File: src/rtl/data_distributor_1to4.sv
// Registered 1-to-4 data distributor: one-entry holding register and valid/ready per channel.
// Optional per-channel drain counters enabled by defining DATA_DISTRIBUTOR_COUNT_EN.
module data_distributor_1to4 #(
   parameter int WIDTH = 32
) (
   input  logic             CLK,
   input  logic             RST,
   input  logic             in_valid,
   output logic             in_ready,
   input  logic [1:0]       in_sel,
   input  logic [WIDTH-1:0] in_data,
   output logic [3:0]       out_valid,
   input  logic [3:0]       out_ready,
   output logic [WIDTH-1:0] out_a,
   output logic [WIDTH-1:0] out_b,
   output logic [WIDTH-1:0] out_c,
   output logic [WIDTH-1:0] out_d,
   output logic             busy
`ifdef DATA_DISTRIBUTOR_COUNT_EN
   ,
   output logic [63:0]      drain_count
`endif
);

   logic [3:0]       full_q, full_d;
   logic [WIDTH-1:0] data_q [4];
   logic [WIDTH-1:0] data_d [4];
   logic [3:0]       load, drain;
   logic             accept;

   // Only the addressed channel can block the producer.
   assign in_ready = ~full_q[in_sel] | out_ready[in_sel];
   assign accept   = in_valid & in_ready;
   assign drain    = full_q & out_ready;

   always_comb begin
      load   = '0;
      full_d = full_q;
      for (int k = 0; k < 4; k++) begin
         data_d[k] = data_q[k];
         load[k]   = accept && (in_sel == 2'(k));
         full_d[k] = load[k] | (full_q[k] & ~drain[k]);
         if (load[k]) data_d[k] = in_data;
      end
   end

   always_ff @(posedge CLK or negedge RST) begin
      if (!RST) begin
         full_q <= '0;
         for (int k = 0; k < 4; k++) data_q[k] <= '0;
      end else begin
         full_q <= full_d;
         for (int k = 0; k < 4; k++) data_q[k] <= data_d[k];
      end
   end

   assign out_valid = full_q;
   assign out_a     = data_q[0];
   assign out_b     = data_q[1];
   assign out_c     = data_q[2];
   assign out_d     = data_q[3];
   assign busy      = |full_q;

`ifdef DATA_DISTRIBUTOR_COUNT_EN
   logic [15:0] cnt_q [4];
   logic [15:0] cnt_d [4];

   // Free-running drain counters; wrap naturally at 16 bits.
   always_comb begin
      for (int k = 0; k < 4; k++)
         cnt_d[k] = drain[k] ? cnt_q[k] + 16'd1 : cnt_q[k];
   end

   always_ff @(posedge CLK or negedge RST) begin
      if (!RST) begin
         for (int k = 0; k < 4; k++) cnt_q[k] <= '0;
      end else begin
         for (int k = 0; k < 4; k++) cnt_q[k] <= cnt_d[k];
      end
   end

   always_comb begin
      drain_count = '0;
      for (int k = 0; k < 4; k++) drain_count[16*k +: 16] = cnt_q[k];
   end
`endif

endmodule

File: config.mk
export PLATFORM = sky130hd
export DESIGN_NAME = data_distributor_1to4
export DESIGN_NICKNAME = d
export VERILOG_FILES = /design/src/rtl/data_distributor_1to4.sv
export SDC_FILE = /design/constraint.sdc
export NUM_CORES = 1
export LEC_CHECK = 0
export ABC_AREA = 1
export CAP_MARGIN = 20
export CORE_MARGIN = 2
export CORE_UTILIZATION = 42
export CTS_BUF_LIST = sky130_fd_sc_hd__clkbuf_4 sky130_fd_sc_hd__clkbuf_8 sky130_fd_sc_hd__clkbuf_16
export CTS_CLUSTER_DIAMETER = 60
export DETAILED_ROUTE_END_ITERATION = 12
export GPL_TIMING_DRIVEN = 0
export PLACE_DENSITY = 0.8
export SLEW_MARGIN = 30
export SYNTH_ARGS = -nofsm -noshare
export SYNTH_HDL_FRONTEND = slang
export SYNTH_SLANG_ARGS = --single-unit
File: constraint.sdc
create_clock -name CLK -period 1.1 [get_ports CLK]
set_input_delay 0.11 -clock CLK [delete_from_list [all_inputs] [get_ports CLK]]
set_output_delay 0.11 -clock CLK [all_outputs]
set_load 0.02 [all_outputs]
-- Word-level counts from Yosys, hierarchy flattened
Cells that the tools add are included.
- register bits: 132
- input bits: 41
- output and inout bits: 134
- word-level logic and storage cells: 35
- $lt $le $gt $ge: 1
- equality and inequality tests: 3
- multiplexer cells: 4
- bitwise logic cells: 16
- reduce and logical (&&, ||, !) cells: 6
- operators with widths (operator ; number):
    $and A1 B1 Y1 ; 5
    $not A1 Y1 ; 5
    $or A1 B1 Y1 ; 5
    $and A4 B4 Y4 ; 1
    $bmux W1 S2 ; 2
    $eq A2 B2 Y1 const B ; 2
    $logic_and A1 B1 Y1 ; 4
    $reduce_or A4 Y1 ; 1
    $lt A2 B3 Y1 const B ; 1
    $eq A2 B1 Y1 const B ; 1
    $logic_not A2 Y1 ; 1
    $mux W1 ; 2

-- Logic depth before layout (Yosys ltp)
Gate-level depths: netlist of the first run.
- word-level depth: 7
- gate-level depth with buffers: 11
- mapped depth without buffers: 9

-- Worst setup path before layout of the first run
OpenSTA, ideal clock, no wires.
- path kind: flip-flop to flip-flop
- from: reg full_q[3] (netlist: out_valid[3])
- to: reg data_q (netlist bit out_b[19])
- setup time: 0.117 ns
- arrival time: 1.214 ns
- data required time: 0.983 ns
- slack: -0.231 ns
- cell stages (with the launch flop): 10
- period minus slack after synthesis: 1.331 ns
- path through: dfrtp_1 nand2_1 nand2_1 nand2_1 nand2_2 nand2_8 buf_4 buf_6 nand4_1 nand2_1
- cells in the longest elaborated chain, start to end: 6
- RTL lines (what ; RTL line ; text):
    start, declared ; 25 ; logic [3:0] full_q, full_d;
    start signal, assigned ; 52 ; full_q <= full_d;
    $bmux W1 S2 ; 32 ; assign in_ready = ~full_q[in_sel] | out_ready[in_sel];
    $mux W1 (implied by the code) ; 32 ;
    $not A1 Y1 ; 32 ;
    $or A1 B1 Y1 ; 32 ;
    $and A1 B1 Y1 ; 33 ; assign accept = in_valid & in_ready;
    $logic_and A1 B1 Y1 ; 41 ; load[k] = accept && (in_sel == 2'(k));
    end, declared ; 26 ; logic [WIDTH-1:0] data_q [4];
Every way passes these cells. The select of a mux whose other input is x is not followed.
A chain may end at the register's enable or synchronous reset.

-- Worst setup path in the final report of the first run
- from: reg full_q[0] (netlist: out_valid[0])
- to: reg data_q (netlist bit out_c[27])
The elaborated chain is that of the path after synthesis.

==> results of run 1 <==
==> area by class of cell <==
cell class	instances	area (um2)
sequential	132	3310
buffer	55	444
clock inverter	3	40.0
inverter	7	28.8
clock buffer	28	552
fill	1013	4280
tap	176	220
timing repair buffer	243	2050
multi-input combinational	414	2210
==> power breakdown <==
| part | internal, mW | switching [mW] |
|---|---|---|
| clock | 3.61 | 2.01 |
| sequential | 5.83 | 0.709 |
| combinational | 2.49 | 3.18 |
==> repair_timing <==
item,4_1_cts,5_1_grt
resized for setup,591,174
pin swaps,5,1
setup buffers,13,49
hold buffers,1,0
cloned,7,1
setup endpoints to repair,266,197
endpoints found under the hold margin,57,0
==> cells in the final DEF, fill, tap and decap left out, types with 3 or more instances in the layout <==
cell type / n
clkbuf_16: 18
dfrtp_1: 128
buf_16: 3
nand3_4: 4
clkbuf_4: 4
buf_6: 77
buf_8: 6
buf_2: 77
nand4_1: 129
clkbuf_1: 10
clkbuf_8: 7
clkdlybuf4s50_1: 36
nand3_1: 3
nand2_4: 8
dfrtp_2: 4
o21ai_2: 4
inv_2: 5
nand2_2: 63
buf_4: 78
nand2_1: 198
buf_1: 8
==> sequential cells by signal, indices dropped and copies added, names as in the netlist <==
name and count:
out_a 32, out_b 32, out_c 32, out_d 32
out_valid 4
==> through the flow <==
step	area [um2]	setup TNS, ns	hold slack, ns	total power, mW
3_3_place_gp	7670	-767.72	0.453	11.5
2_1_floorplan	5740	-22.90	-0.186	8.82
4_1_cts	7980	-45.73	0.103	16.5
5_1_grt	8860	-68.70	0.134	18.5
3_5_place_dp	7700	-65.83	0.0680	11.6
6_report	8860	-60.45	0.132	17.8
==> logic make-up (layout without fill, tap and decap cells) <==
| kind of cell | Yosys count | after routing |
|---|---|---|
| AOI/OAI and AO/OA | 4 | 4 |
| buffers and inverters | 62 | 336 |
| DFF | 132 | 132 |
| and+or+nand+nor | 410 | 410 |
==> final timing paths <==
check	from	endpoint	slack, ns
min in group asynchronous	RST	out_b[24]$_DFFE_PN0P_	0.21
setup / recovery	out_valid[0]$_DFF_PN0_	out_c[27]$_DFFE_PN0P_	-0.50
hold / removal	in_sel[1]	out_a[7]$_DFFE_PN0P_	0.13
setup reg to reg	out_valid[0]$_DFF_PN0_	out_c[27]$_DFFE_PN0P_	-0.50
hold reg to reg	out_b[17]$_DFFE_PN0P_	out_b[17]$_DFFE_PN0P_	0.47
max in group asynchronous	RST	out_d[16]$_DFFE_PN0P_	0.19
==> layer usage <==
| metal | global-route usage [%] | wire (um) | up-vias |
|---|---|---|---|
| li1 | - | - | 2593 |
| met1 | 36.5 | 8330 | 2927 |
| met2 | 44.5 | 10400 | 325 |
| met3 | 7.41 | 1860 | 53 |
| met4 | 11.1 | 531 | 0 |
| met5 | 0 | 0 | - |
==> tightest hold or removal path, delay by kind of cell <==
family / cells / cell delay, ns
buffers and inverters: 1 / 0.17
AND/OR/NAND/NOR: 3 / 0.22
==> results.toml, run 1 <==
[status]
status = "complete, but fails checks"
failed_checks = "setup timing"

[routing]
vias = 5898
routed_wl_um = 21100
antenna_left = 0
drt_pass1_iterations = 5
drc = 0
drt-initial-drc-count = 512
routedWlPerCell_um = 20.0
via_per_inst = 5.57

[cts]
path_clk_slew_ns = 0.05
insertion_delay_ns = 0.42
htreeDepth = 4
cts_sinks = 132
clock_path_buffers = 2
numCtsBuffers = 17
cts_root_buf = "clkbuf_16"
cts_tree = "done"

[layout]
num_antenna_cells = 0
drive_gt1_share_pct = 41.5
fin_nets = 911
final_util_pct = 67.4
finalNonFillerCells = 1058
syn_to_final_growth_pct = 57.5

[global_routing]
grt_pass1_wl_um = 30700
grt_pass1_vias = 5410
grt_max_degree = 76
overflow = 0
grt_antenna_before_repair = 0
track_usage_pct = 27.9

[floorplanning]
coreArea_mm2 = 0.0131
initial_utilization_pct = 42.8
ios = 175
dieArea_mm2 = 0.0143
std_cell_rows = 42
fp.dieW_um = 120
die_height_um = 120

[setup_path]
worstSetupPathType = "reg2reg"
crit_required_ns = 1.40
crit_arrival_ns = 1.90
start_kind = "flop"
slowest_delay_ns = 0.40
crit_slowest_cell = "dfrtp_2"
cp_max_fo = 6
crit_cells = 10
rr_worst_depth = 10
crit_buf_inv = 2
crit_family = "simple AND/OR/NAND/NOR gates"
worstPathCellList = "nand2_1, nand2_1, nand2_1, nand2_2, nand2_8, buf_8, nand3_4, clkbuf_16, nand2_2, nand2_1"
crit_path_end_kind = "flop"
crit_top_cell = "nand2_1"

[logic_synthesis]
synth_top_family_by_area = "simple AND/OR/NAND/NOR gates"
synth-xor-area-share_pct = 0
ys_ff_latch = 132
yosysTopAreaCell = "dfrtp_1"
yosys_warnings = 0
synthTopCellsByArea = "dfrtp_1, nand2_1, nand4_1"
synth_flop_cell = "dfrtp_1"
synth_cell_types = 18
async_flop_share_pct = 100
yosysTopAreaCellShare_pct = 58.7
synth-edff-count = 0
synth-simple-area-share_pct = 34.4
yosysSeqAreaShare_pct = 58.7
syn_inst = 608
syn_area_per_cell_um2 = 9.25
synth_nets = 649
ys_top_cells_by_count = "nand2_1, dfrtp_1, nand4_1, buf_2, buf_6"
synth_compound_area_share_pct = 0.356
synth.area.mux_share_pct = 0
yosysMostFrequentCell = "nand2_1"
synth_fa_ha_area_share_pct = 0
syn_area_mm2 = 0.00562

[placement]
finalWeightedCongestion = 0.839
port-buffer-count = 171
hpwlAfterDp_um = 12700
pre_cts_ws_ns = -0.806
numPlacedInstances = 956

[power]
p_leak_nw = 4.63
powerDensity_mw_per_mm2 = 2010
peakVddDrop_v = 0.00121

[timing]
period_minus_slack_ns = 1.60
rsz0062_at_grt = "true"
layout_setup_ws_ns = -0.497
max_slew.worst_pin.slew_ns = 0.700
skew_ns = 0.00904
max_freq_mhz = 626
hold_viol = 0
slew_headroom_pct = 53.2
finalCritPeriodShare_pct = 145
setup_viol = 140
drv_slew = 0

[min_path]
min_path_cells = 4
hold_class = "in2reg"

[job]
cap_violations = 0
Power figures use the tool's default switching activity.
==> run 2, diff against run 1 <==
--- a/config.mk
+++ b/config.mk
@@ -13,7 +13,7 @@
 export CTS_CLUSTER_DIAMETER = 60
 export DETAILED_ROUTE_END_ITERATION = 12
 export GPL_TIMING_DRIVEN = 0
-export PLACE_DENSITY = 0.8
+export PLACE_DENSITY_LB_ADDON = 0.05
 export SLEW_MARGIN = 30
 export SYNTH_ARGS = -nofsm -noshare
 export SYNTH_HDL_FRONTEND = slang
==> run 2 against run 1 <==
Against the previous run: worst setup slack gained 0.052 ns; the flow still finishes with violations (setup timing); critical endpoint is now out_d[17]$_DFFE_PN0P_; die area is the same; maximum frequency grew 3.3%; count of clock-buffer cells in the layout shrank 6; largest cell class unchanged; clock skew shrank 0.0032 ns.
==> results.toml, run 2 (synthesized netlist as in run 1, its figures left out) <==
[layout]
final_util_pct = 66.5
fin_nets = 898
mostFrequentLayoutCell = "nand2_1"
num_antenna_cells = 0
drive_gt1_share_pct = 36.3
finalNonFillerCells = 1046
design_area_mm2 = 0.00874
syn_to_final_growth_pct = 55.4
final_cell_mix = "nand2_1, nand4_1, dfrtp_1, buf_6, buf_2"

[placement]
placed_area_mm2 = 0.00770
hpwlAfterDp_um = 12400
numPlacedInstances = 956
finalWeightedCongestion = 0.816
port-buffer-count = 171

[cts]
path_clk_slew_ns = 0.06
cts_root_buf = "clkbuf_16"
htreeDepth = 4
cts_sinks = 132
numCtsBuffers = 17
insertion_delay_ns = 0.42
clock_path_buffers = 2
cts_tree = "done"

[timing]
final.setup.tns_ns = -52.73
rsz0062_at_grt = "true"
max_freq_mhz = 647
finalCritPeriodShare_pct = 140
setup_viol = 138
slew_headroom_pct = 60.1
period_minus_slack_ns = 1.55
layout_setup_ws_ns = -0.445
skew_ns = 0.00581
max_slew.worst_pin.slew_ns = 0.596
drv_slew = 0
hold_viol = 0

[floorplanning]
coreArea_mm2 = 0.0131
ios = 175
initial_utilization_pct = 42.8
fp.dieW_um = 120
std_cell_rows = 42
dieArea_mm2 = 0.0143
die_height_um = 120

[setup_path]
crit_top_cell = "nand2_1"
r2r_slack_ns = -0.45
worstSetupPathType = "reg2reg"
crit_buf_inv = 2
crit_slowest_cell = "dfrtp_2"
slowest_delay_ns = 0.40
worstPathCellList = "nand2_1, nand2_1, nand2_1, nand2_2, nand2_8, buf_6, nand3_4, clkbuf_16, nand2_2, nand2_1"
crit_arrival_ns = 1.85
start_kind = "flop"
cp_max_fo = 7
crit_path_end_kind = "flop"
crit_required_ns = 1.41
crit_family = "simple AND/OR/NAND/NOR gates"

[global_routing]
grt_pass1_wl_um = 28500
grt_antenna_before_repair = 0
grt_max_degree = 74
grt_pass1_vias = 5134
overflow = 0
track_usage_pct = 25.9

[power]
powerDensity_mw_per_mm2 = 2040
p_leak_nw = 4.57
peakVddDrop_v = 0.00110
total_power_mw = 17.8

[routing]
via_per_inst = 5.35
drt-initial-drc-count = 350
vias = 5594
routedWlPerCell_um = 18.2
drc = 0
antenna_left = 0
routed_wl_um = 19000
drt_pass1_iterations = 6

[status]
failed_checks = "setup timing"
status = "complete, but fails checks"

[job]
cap_violations = 0

[min_path]
hold_class = "in2reg"
==> run 2: changes by cell type in the layout (fill, tap and decap cells not counted), sizes merged <==
cell,previous run,this run
clkinvlp,0,2
buf,250,236
bufinv,1,3
clkinv,2,5
clkbuf,39,34
==> run 2: what timing repair did <==
action                                  CTS  global route
pin swaps                                27             3
resized for setup                       590           157
hold endpoints to repair                 59             0
hold buffers                              1             0
gates cloned                              3             2
endpoints found under the setup margin  266           210
setup buffers                            11            41
==> run 2: per-layer routing <==
| metal | global-route usage (%) | routed length, um | share of wire, % | vias up |
|---|---|---|---|---|
| met5 | 0 | 0 | 0 | - |
| met4 | 9.49 | 428 | 2.3 | 0 |
| met3 | 7.46 | 1610 | 8.5 | 33 |
| met2 | 39.4 | 8960 | 47 | 252 |
| met1 | 35.5 | 8000 | 42 | 2727 |
| li1 | - | - | - | 2582 |
==> run 2: through the flow <==
step	setup slack, ns	hold WS [ns]
final	-0.445	0.0832
after global routing	-0.533	0.0832
after CTS	-0.404	0.0706
after detailed placement	-0.807	0.0752
after global placement	-5.70	0.454
after floorplan	-0.186	-0.186
==> run 2: area by class of cell <==
class / instances / area, um2
Buffer: 55 / 487
Clock buffer: 22 / 475
Clock inverter: 10 / 130
Fill cell: 1089 / 4400
Inverter: 7 / 28.8
Multi-Input combinational cell: 414 / 2100
Sequential cell: 132 / 3310
Tap cell: 176 / 220
Timing Repair Buffer: 230 / 1990
==> run 2: final timing paths <==
check                                        from                    end  depth (start not counted)
min reg2reg                 out_b[27]$_DFFE_PN0P_  out_b[27]$_DFFE_PN0P_                          2
min                                     in_sel[1]  out_a[31]$_DFFE_PN0P_                          4
max                        out_valid[2]$_DFF_PN0_  out_d[17]$_DFFE_PN0P_                         10
min in group asynchronous                     RST   out_c[3]$_DFFE_PN0P_                          2
max in group asynchronous                     RST  out_b[21]$_DFFE_PN0P_                          3
max reg2reg                out_valid[2]$_DFF_PN0_  out_d[17]$_DFFE_PN0P_                         10
==> run 2: worst min-delay path, cell delays in order <==
cell and delay [ns]:
buf_4 0.15, nor2_8 0.07, nand4_1 0.09, nand2_1 0.05
==> run 2: power by group <==
part           internal, mW  total [mW]  switching (mW)
clock network          3.73        5.81            2.08
logic                  2.46        5.46            3.00
registers              5.82        6.51           0.690
total                  12.0        17.8            5.77
==> run 3, diff against run 2 <==
--- a/config.mk
+++ b/config.mk
@@ -8,12 +8,13 @@
 export ABC_AREA = 1
 export CAP_MARGIN = 20
 export CORE_MARGIN = 2
-export CORE_UTILIZATION = 42
+export CORE_UTILIZATION = 50
 export CTS_BUF_LIST = sky130_fd_sc_hd__clkbuf_4 sky130_fd_sc_hd__clkbuf_8 sky130_fd_sc_hd__clkbuf_16
 export CTS_CLUSTER_DIAMETER = 60
 export DETAILED_ROUTE_END_ITERATION = 12
+export DONT_BUFFER_PORTS = 1
 export GPL_TIMING_DRIVEN = 0
-export PLACE_DENSITY_LB_ADDON = 0.05
+export PLACE_DENSITY = 0.78
 export SLEW_MARGIN = 30
 export SYNTH_ARGS = -nofsm -noshare
 export SYNTH_HDL_FRONTEND = slang
==> run 3 against run 2 <==
Against the previous run: the run ends with hold timing, setup timing left; critical endpoint is now out_a[26]$_DFFE_PN0P_; sequential cell count unchanged; highest routed layer unchanged; die area decreased by 15%; critical path depth unchanged.
==> results.toml, run 3 (synthesized netlist as in run 1, its figures left out) <==
[setup_path]
worstSetupPathType = "reg2reg"
crit_cells = 10
crit_path_end_kind = "flop"
crit_family = "simple AND/OR/NAND/NOR gates"
r2r_slack_ns = -0.52
rr_worst_depth = 10
startpoint = "out_valid[3]$_DFF_PN0_"
crit_buf_inv = 2
slowest_delay_ns = 0.47
worstPathCellList = "nand2_2, nand2_1, nand2_1, nand2_2, nand2_8, buf_12, nand3_4, buf_6, nand2_1, nand2_1"
start_kind = "flop"
cp_max_fo = 10
r2r-start = "out_valid[3]$_DFF_PN0_"
crit_top_cell = "nand2_1"
rr_endpoint = "out_a[26]$_DFFE_PN0P_"
crit_required_ns = 1.49
crit_arrival_ns = 2.01
crit_slowest_cell = "dfrtp_2"

[routing]
drt_pass1_iterations = 5
drc = 0
via_per_inst = 6.03
drt-initial-drc-count = 471
routed_wl_um = 18400
antenna_left = 0
routedWlPerCell_um = 22.2
vias = 4996

[timing]
finalCritPeriodShare_pct = 147
rsz0062_at_grt = "true"
slew_headroom_pct = 56.5
final.setup.tns_ns = -62.72
setup_viol = 134
period_minus_slack_ns = 1.62
timing.hold.ws_ns = -0.707
skew_ns = 0.00904
max_freq_mhz = 619
max_slew.worst_pin.slew_ns = 0.653
hold_viol = 132
drv_slew = 0
layout_setup_ws_ns = -0.516

[power]
power.switching_mw = 5.33
p_comb_share_pct = 13.4
clkPwrFrac_pct = 34.0
powerDensity_mw_per_mm2 = 2080
peakVddDrop_v = 0.00111
seq_power_share_pct = 52.6
p_leak_nw = 3.47
p_int_mw = 10.1
switching_share_pct = 34.4

[layout]
num_antenna_cells = 0
multi_input_area_mm2 = 0.00221
drive_gt1_share_pct = 43.2
fin_nets = 718
num-fill-cells = 770
area.sequential_mm2 = 0.00347
mostFrequentLayoutCell = "nand2_1"
syn_to_final_growth_pct = 32.2
final_cell_mix = "nand2_1, dfrtp_2, nand4_1, nand2_2, dlygate4sd3_1"

[global_routing]
grt_max_degree = 133
overflow = 0
grt_pass1_vias = 5053
grt_antenna_before_repair = 0
track_usage_pct = 31.1
grt_pass1_wl_um = 28000

[floorplanning]
ios = 175
std_cell_rows = 38
coreArea_mm2 = 0.0109
die_height_um = 110
fp.dieW_um = 110
dieArea_mm2 = 0.0121
initial_utilization_pct = 51.6

[cts]
cts_hold_buf = 37
insertion_delay_ns = 0.51
cts_root_buf = "clkbuf_8"
numCtsBuffers = 17
clock_path_buffers = 2
htreeDepth = 4
path_clk_slew_ns = 0.06
cts_tree = "done"
cts_sinks = 132

[status]
failed_checks = "hold timing, setup timing"
status = "complete, but fails checks"

[placement]
hpwlAfterDp_um = 11600
finalWeightedCongestion = 0.836
pre_cts_ws_ns = -0.552
port-buffer-count = 0

[job]
cap_violations = 0

[min_path]
hold_class = "in2async"
## run 3: cell types whose count changed in the layout (fill, tap and decap cells not counted), sizes merged, moves of 2 or more
cell | before | now
dlygate4sd3 | 1 | 37
clkdlybuf4s50 | 36 | 0
buf | 236 | 56
clkinvlp | 2 | 0
bufinv | 3 | 1
## run 3: power groups by stage
stage          clock network, mW  logic (mW)  registers, mW
4_1_cts                     5.26        1.94           8.02
3_5_place_dp                   0        1.56           7.89
2_1_floorplan                  0        1.23           7.60
6_report                    5.25        2.08           8.14
3_3_place_gp                   0        1.46           7.85
5_1_grt                     5.52        2.30           8.24
## run 3: through the flow
step           utilization, %  total power, mW  cells  cell area, um2
2_1_floorplan               -             8.82    608            5740
3_3_place_gp             54.3             9.31    748            5910
3_5_place_dp             54.3             9.44    748            5910
4_1_cts                  66.7             15.2    827            7270
5_1_grt                  68.3             16.1    828            7440
6_report                 68.3             15.5    828            7440
## run 3: how the worst max path moves through the flow
stage,endpoint
floorplan,out_b[18]$_DFFE_PN0P_
global placement,out_d[11]$_DFFE_PN0P_
detailed placement,out_c[11]$_DFFE_PN0P_
CTS,in_ready
global route,out_c[17]$_DFFE_PN0P_
finish,out_a[26]$_DFFE_PN0P_
## run 3: routing by layer
layer	vias up	share of wire, %	global-route usage (%)
met4	0	2.3	11.1
li1	2217	-	-
met5	-	0	0
met2	301	48	49.2
met3	41	12	11.2
met1	2437	38	39.6
## run 3: final cells by class
type | count | share of cell area [%]
inverter | 7 | 0.353
sequential | 132 | 46.6
tap | 140 | 2.36
buffer | 55 | 6.53
clock inverter | 6 | 0.740
timing repair buffer | 49 | 7.10
multi-input combinational | 415 | 29.7
clock buffer | 24 | 6.53
## run 3: repair_timing
item	CTS	global route
pin swaps	13	8
endpoints found under the setup margin	222	266
cloned	8	0
hold endpoints to repair	264	132
buffers inserted	4	1
gates resized for setup	163	75
